$ cat src/rtl/ula_arbiter.sv
// Two-requester arbiter in front of a shared combinational ULA, serving one operation at a time.
// Optional macro ULA_ARBITER_RR_EN selects round-robin arbitration; otherwise requester 0 has fixed priority.
module ula_arbiter #(
    parameter int W = 9
) (
    input  logic         clk,
    input  logic         rst_n,
    input  logic         req0_valid,
    input  logic [W-1:0] req0_a,
    input  logic [W-1:0] req0_b,
    input  logic [2:0]   req0_op,
    output logic         req0_ready,
    input  logic         req1_valid,
    input  logic [W-1:0] req1_a,
    input  logic [W-1:0] req1_b,
    input  logic [2:0]   req1_op,
    output logic         req1_ready,
    output logic [W-1:0] SrcA,
    output logic [W-1:0] SrcB,
    output logic [3:0]   ULAControl,
    input  logic [W-1:0] ULAResult,
    input  logic         Z,
    output logic         rsp_valid,
    input  logic         rsp_ready,
    output logic         rsp_id,
    output logic [W-1:0] rsp_result,
    output logic         rsp_z,
    output logic         rsp_err
);

    typedef enum logic [1:0] {
        S_IDLE = 2'd0,
        S_EXEC = 2'd1,
        S_RESP = 2'd2
    } state_t;

    state_t         state_q, state_d;
    logic [W-1:0]   srca_q, srca_d;
    logic [W-1:0]   srcb_q, srcb_d;
    logic [2:0]     ctl_q, ctl_d;
    logic [2:0]     op_q, op_d;
    logic           id_q, id_d;
    logic           rsp_id_q, rsp_id_d;
    logic [W-1:0]   res_q, res_d;
    logic           z_q, z_d;
    logic           err_q, err_d;

    logic           any_req;
    logic           gnt_id;
    logic [2:0]     gnt_op;
    logic           gnt_illegal;
    logic           op_illegal;

    assign any_req = req0_valid | req1_valid;

`ifdef ULA_ARBITER_RR_EN
    logic ptr_q, ptr_d;

    // On a tie the pointed requester wins; a lone requester always wins.
    assign gnt_id = (req0_valid && req1_valid) ? ptr_q : req1_valid;

    always_comb begin
        ptr_d = ptr_q;
        if (state_q == S_IDLE && any_req) begin
            ptr_d = ~gnt_id;
        end
    end

    always_ff @(posedge clk) begin
        if (!rst_n) begin
            ptr_q <= 1'b0;
        end else begin
            ptr_q <= ptr_d;
        end
    end
`else
    assign gnt_id = ~req0_valid;
`endif

    assign gnt_op      = gnt_id ? req1_op : req0_op;
    assign gnt_illegal = (gnt_op[2:1] == 2'b10);
    assign op_illegal  = (op_q[2:1] == 2'b10);

    always_comb begin
        state_d    = state_q;
        srca_d     = srca_q;
        srcb_d     = srcb_q;
        ctl_d      = ctl_q;
        op_d       = op_q;
        id_d       = id_q;
        rsp_id_d   = rsp_id_q;
        res_d      = res_q;
        z_d        = z_q;
        err_d      = err_q;
        req0_ready = 1'b0;
        req1_ready = 1'b0;

        case (state_q)
            S_IDLE: begin
                if (any_req && rst_n) begin
                    req0_ready = ~gnt_id;
                    req1_ready = gnt_id;
                    op_d       = gnt_op;
                    id_d       = gnt_id;
                    // An illegal op never reaches the ULA, so its drive keeps the previous operation.
                    if (!gnt_illegal) begin
                        srca_d = gnt_id ? req1_a : req0_a;
                        srcb_d = gnt_id ? req1_b : req0_b;
                        ctl_d  = gnt_op;
                    end
                    state_d = S_EXEC;
                end
            end
            S_EXEC: begin
                rsp_id_d = id_q;
                if (op_illegal) begin
                    res_d = '0;
                    z_d   = 1'b1;
                    err_d = 1'b1;
                end else begin
                    res_d = ULAResult;
                    z_d   = Z;
                    err_d = 1'b0;
                end
                state_d = S_RESP;
            end
            S_RESP: begin
                if (rsp_ready) begin
                    state_d = S_IDLE;
                end
            end
            default: begin
                state_d = S_IDLE;
            end
        endcase
    end

    always_ff @(posedge clk) begin
        if (!rst_n) begin
            state_q  <= S_IDLE;
            srca_q   <= '0;
            srcb_q   <= '0;
            ctl_q    <= '0;
            op_q     <= '0;
            id_q     <= 1'b0;
            rsp_id_q <= 1'b0;
            res_q    <= '0;
            z_q      <= 1'b0;
            err_q    <= 1'b0;
        end else begin
            state_q  <= state_d;
            srca_q   <= srca_d;
            srcb_q   <= srcb_d;
            ctl_q    <= ctl_d;
            op_q     <= op_d;
            id_q     <= id_d;
            rsp_id_q <= rsp_id_d;
            res_q    <= res_d;
            z_q      <= z_d;
            err_q    <= err_d;
        end
    end

    assign SrcA       = srca_q;
    assign SrcB       = srcb_q;
    assign ULAControl = {1'b0, ctl_q};
    assign rsp_valid  = (state_q == S_RESP);
    assign rsp_id     = rsp_id_q;
    assign rsp_result = res_q;
    assign rsp_z      = z_q;
    assign rsp_err    = err_q;

endmodule

$ cat config.mk
export PLATFORM = sky130hd
export DESIGN_NAME = ula_arbiter
export DESIGN_NICKNAME = d
export VERILOG_FILES = /design/src/rtl/ula_arbiter.sv
export SDC_FILE = /design/constraint.sdc
export NUM_CORES = 1
export LEC_CHECK = 0
export CORE_MARGIN = 1.5
export CORE_UTILIZATION = 39
export CTS_BUF_LIST = sky130_fd_sc_hd__clkbuf_4
export CTS_CLUSTER_DIAMETER = 100
export DETAILED_ROUTE_END_ITERATION = 10
export GPL_TIMING_DRIVEN = 0
export PLACE_DENSITY_LB_ADDON = 0.08
export SLEW_MARGIN = 5
export SYNTH_ARGS = -nofsm -noshare
export SYNTH_HDL_FRONTEND = slang
export SYNTH_SLANG_ARGS = --single-unit
$ cat constraint.sdc
create_clock -name clk -period 1.4 [get_ports clk]
set_input_delay 0.28 -clock clk [delete_from_list [all_inputs] [get_ports clk]]
set_output_delay 0.28 -clock clk [all_outputs]
set_load 0.02 [all_outputs]
==> Implementation_results.wiki <==
{| class="wikitable"
! Metric !! Value
|-
| Initial Util || 0.410
|-
| Total number of nets in the final design || 322
|-
| Signed area change from the synthesized netlist to the final layout || 67.4%
|-
| I/O pin cnt || 94
|-
| Total power density per cell area || 990 nW/um^2
|-
| Global-route wire length before repair || 5900 um
|-
| Proportion of synthesized chip area in sequential cells || 0.461
|-
| Data arrival time of the critical path || 1.32 ns
|-
| Relative contribution of the clock network to total power || 0.271
|-
| Hold bufs inserted after CTS || 0
|-
| Internal power contribution || 0.00196 W
|-
| Number of detailed-routing iterations run before antenna repair || 4
|-
| Cell variety after synth || 25
|-
| Post-detailed-routing wire length || 3950 um
|-
| Register share of total power || 0.450
|-
| Overall die area || 4630 um^2
|-
| Setup slack on the worst flop-to-flop path || 0.06 ns
|-
| Finished Core Util || 0.686
|-
| Detailed Place HPWL || 2880 um
|-
| Period utilization || 1.14
|-
| Hold Crit Depth || 4
|-
| List of most frequent post-synthesis cells || mux2i_1 (40), dfxtp_1 (38), nand2_1 (22)
|-
| Post-Synthesis Net Count || 217
|-
| Min-Delay Path Class || in -> reg
|-
| Remaining Overflow, GRT || 0
|-
| Outcome || finished, violations left
|-
| Routed vias/inst || 4.69
|-
| CTS sink count || 38
|-
| Root cell of the clock tree || clkbuf_4
|-
| Critical register-to-register path endpoint || ctl_q[1]
|-
| Nature of the critical path endpoint || output pin
|-
| Number of max-slew violations in the final report || 0
|-
| Clock transition at the register clock pins on the worst setup and hold paths after CTS || 0.12 ns
|-
| Crit path time final || 1.60 ns
|-
| Switch share || 0.283
|-
| Failing checks || setup timing
|-
| Number of hold violations in the final report || 0
|-
| Most common cell in the netlist || mux2i_1
|-
| Via count of the first global-routing pass || 1337
|-
| Number of antenna repair diodes || 0
|-
| Final worst-path setup slack || -0.197 ns
|-
| Post-synth EDFFs || 0
|-
| Global-route usage over all layers || 0.170
|-
| Setup repair after global routing missed its margin || yes
|-
| Count of buffers from port buffering || 91
|-
| Maximum level of the CTS H-tree || 2
|-
| Die span in x || 68.1 um
|-
| Initial drt markers || 47
|-
| TritonCTS clock tree || built
|-
| Top cells by area, synth || dfxtp_1 (46%), mux2i_1 (24%), nor2b_1 (5.3%)
|-
| Asr flop ratio synth || 0
|-
| Number of setup violations in the final report || 3
|-
| Count of vias placed by the detailed router || 1481
|-
| Highest clock frequency the design can meet || 0.626 GHz
|-
| Area after DPL || 2630 um^2
|-
| Switching power || 0.000774 W
|-
| Logic pwr share || 0.279
|-
| Post-synthesis instance area || 1650 um^2
|-
| Clock Tree Buf Depth || 2
|-
| Prevailing post-synth register cell || dfxtp_1
|-
| Post-synthesis cell type with the largest combined area || dfxtp_1
|-
| CP required || 1.12 ns
|-
| Worst-skew pair later-pin latency || 0.33 ns
|-
| Yosys warnings || 0
|-
| Maxcap violations || 0
|-
| Initial antenna violation count || 0
|-
| Post-route cell area || 2770 um^2
|-
| Largest voltage drop on the vdd net || 0.577 mV
|-
| Share of cells above drive strength 1 || 0.139
|-
| TritonCTS Buffers || 5
|-
| R2r worst-path depth || 5
|-
| Cell total after placement || 301
|-
| Reg area || 763 um^2
|-
| Crit path kind || reg -> out
|-
| Y dimension of the die || 68.1 um
|-
| Maximum number of pins on one net before global-route repair || 20
|-
| Min-Delay Endpoint || id_q
|-
| Filler cells || 359
|-
| Remaining antenna violation count || 0
|-
| Crit start category || flop
|-
| Mean Syn Cell Area || 10.3 um^2
|-
| Area fraction of the dominant cell type after synthesis || 0.461
|-
| Mean routed wirelength per cell || 12.5 um
|-
| DRC violations left || 0
|-
| Multi-input logic area || 852 um^2
|-
| Critical R2R Launch || state_q[0]
|-
| Leak Pwr || 1.36 nW
|-
| Number of standard cells in the layout, taps in and fillers out || 316
|-
| Minimum setup slack after placement || -0.872 ns
|-
| RePlAce Congestion || 0.707
|-
| Synthesized netlist cell count || 160
|-
| Critical Path Fanout Max || 2
|-
| Worst Skew || 0.00592 ns
|-
| Crit path from || state_q[0]
|-
| FF+latch count, synth || 38
|-
| Core area || 4030 um^2
|-
| Worst min-delay path startpoint || req0_valid
|-
| Core Rows || 23
|}
## worst max path at each step
stage,end,slack [ns],cells after the start
floorplan,req1_ready,0.008,4
global placement,req1_ready,-0.88,6
detailed placement,req1_ready,-0.87,6
CTS,req1_ready,-0.30,5
global route,req1_ready,-0.28,4
finish,req1_ready,-0.20,4
## power groups by stage
| stage | clock (W) | sequential (W) | combinational (W) |
|---|---|---|---|
| floorplan | 0 | 0.00137 | 0.000270 |
| global placement | 0 | 0.00126 | 0.000773 |
| detailed placement | 0 | 0.00126 | 0.000778 |
| CTS | 0.000768 | 0.00123 | 0.000715 |
| global route | 0.000819 | 0.00125 | 0.000823 |
| finish | 0.000742 | 0.00123 | 0.000764 |
## critical path, cell delays in order, from the launching register on
cell	delay [ns]
dfxtp_2	0.35
nor3b_2	0.20
o21a_1	0.17
nor2b_4	0.14
buf_6	0.12
## placed cells by master, fill, tap and decap left out, drive strengths merged, types with 2 or more instances in the layout
cell,count
mux2i,40
o211a,2
nor2b,14
clkinvlp,2
buf,17
dlygate4sd2,33
nor2,4
inv,3
o21a,3
a21oi,2
o21ai,2
clkdlybuf4s50,54
a22oi,9
nor3b,2
nand2,24
clkbuf,9
dfxtp,38
## metrics by stage
step | power [W] | hold WS (ns) | TNS [ns]
2_1_floorplan | 0.00164 | 0.408 | 0
3_3_place_gp | 0.00203 | 0.444 | -14.87
3_5_place_dp | 0.00204 | 0.451 | -14.79
4_1_cts | 0.00272 | 0.332 | -0.458
5_1_grt | 0.00289 | 0.396 | -0.634
6_report | 0.00274 | 0.400 | -0.383
## sequential cells by signal, summed over array words and instances, names as in the netlist
register,flops
state_q,2
rsp_err,1
SrcB,9
op_q,2
ctl_q,3
rsp_id,1
id_q,1
SrcA,9
rsp_result,9
rsp_z,1
## layer usage
layer / GRT usage / routed length [um] / up-vias
li1: - / - / 765
met3: 0.0740 / 303 / 5
met4: 0.0600 / 38 / 0
met1: 0.196 / 1600 / 662
met5: 0 / 0 / -
met2: 0.280 / 2010 / 49
## kinds of logic after synthesis
group                  synth area share
buffers and inverters            0.0523
DFF                               0.461
other                           0.00227
and+or+nand+nor                   0.144
muxes                             0.242
AOI/OAI and AO/OA                0.0985
## cell type report
| class | instances | share of cell area |
|---|---|---|
| Buffer | 10 | 0.0204 |
| Clock buffer | 5 | 0.0136 |
| Clock inverter | 3 | 0.0163 |
| Inverter | 3 | 0.00407 |
| Multi-Input combinational cell | 108 | 0.308 |
| Sequential cell | 38 | 0.276 |
| Tap cell | 50 | 0.0226 |
| Timing Repair Buffer | 99 | 0.339 |
## what timing repair did
action | 4_1_cts | 5_1_grt
pin swaps | 1 | 1
buffers inserted | 2 | 5
gates resized for setup | 51 | 20
cloned | 0 | 2
setup endpoints to repair | 55 | 36
endpoints found under the hold margin | 0 | 0
Power figures use the tool's default switching activity.
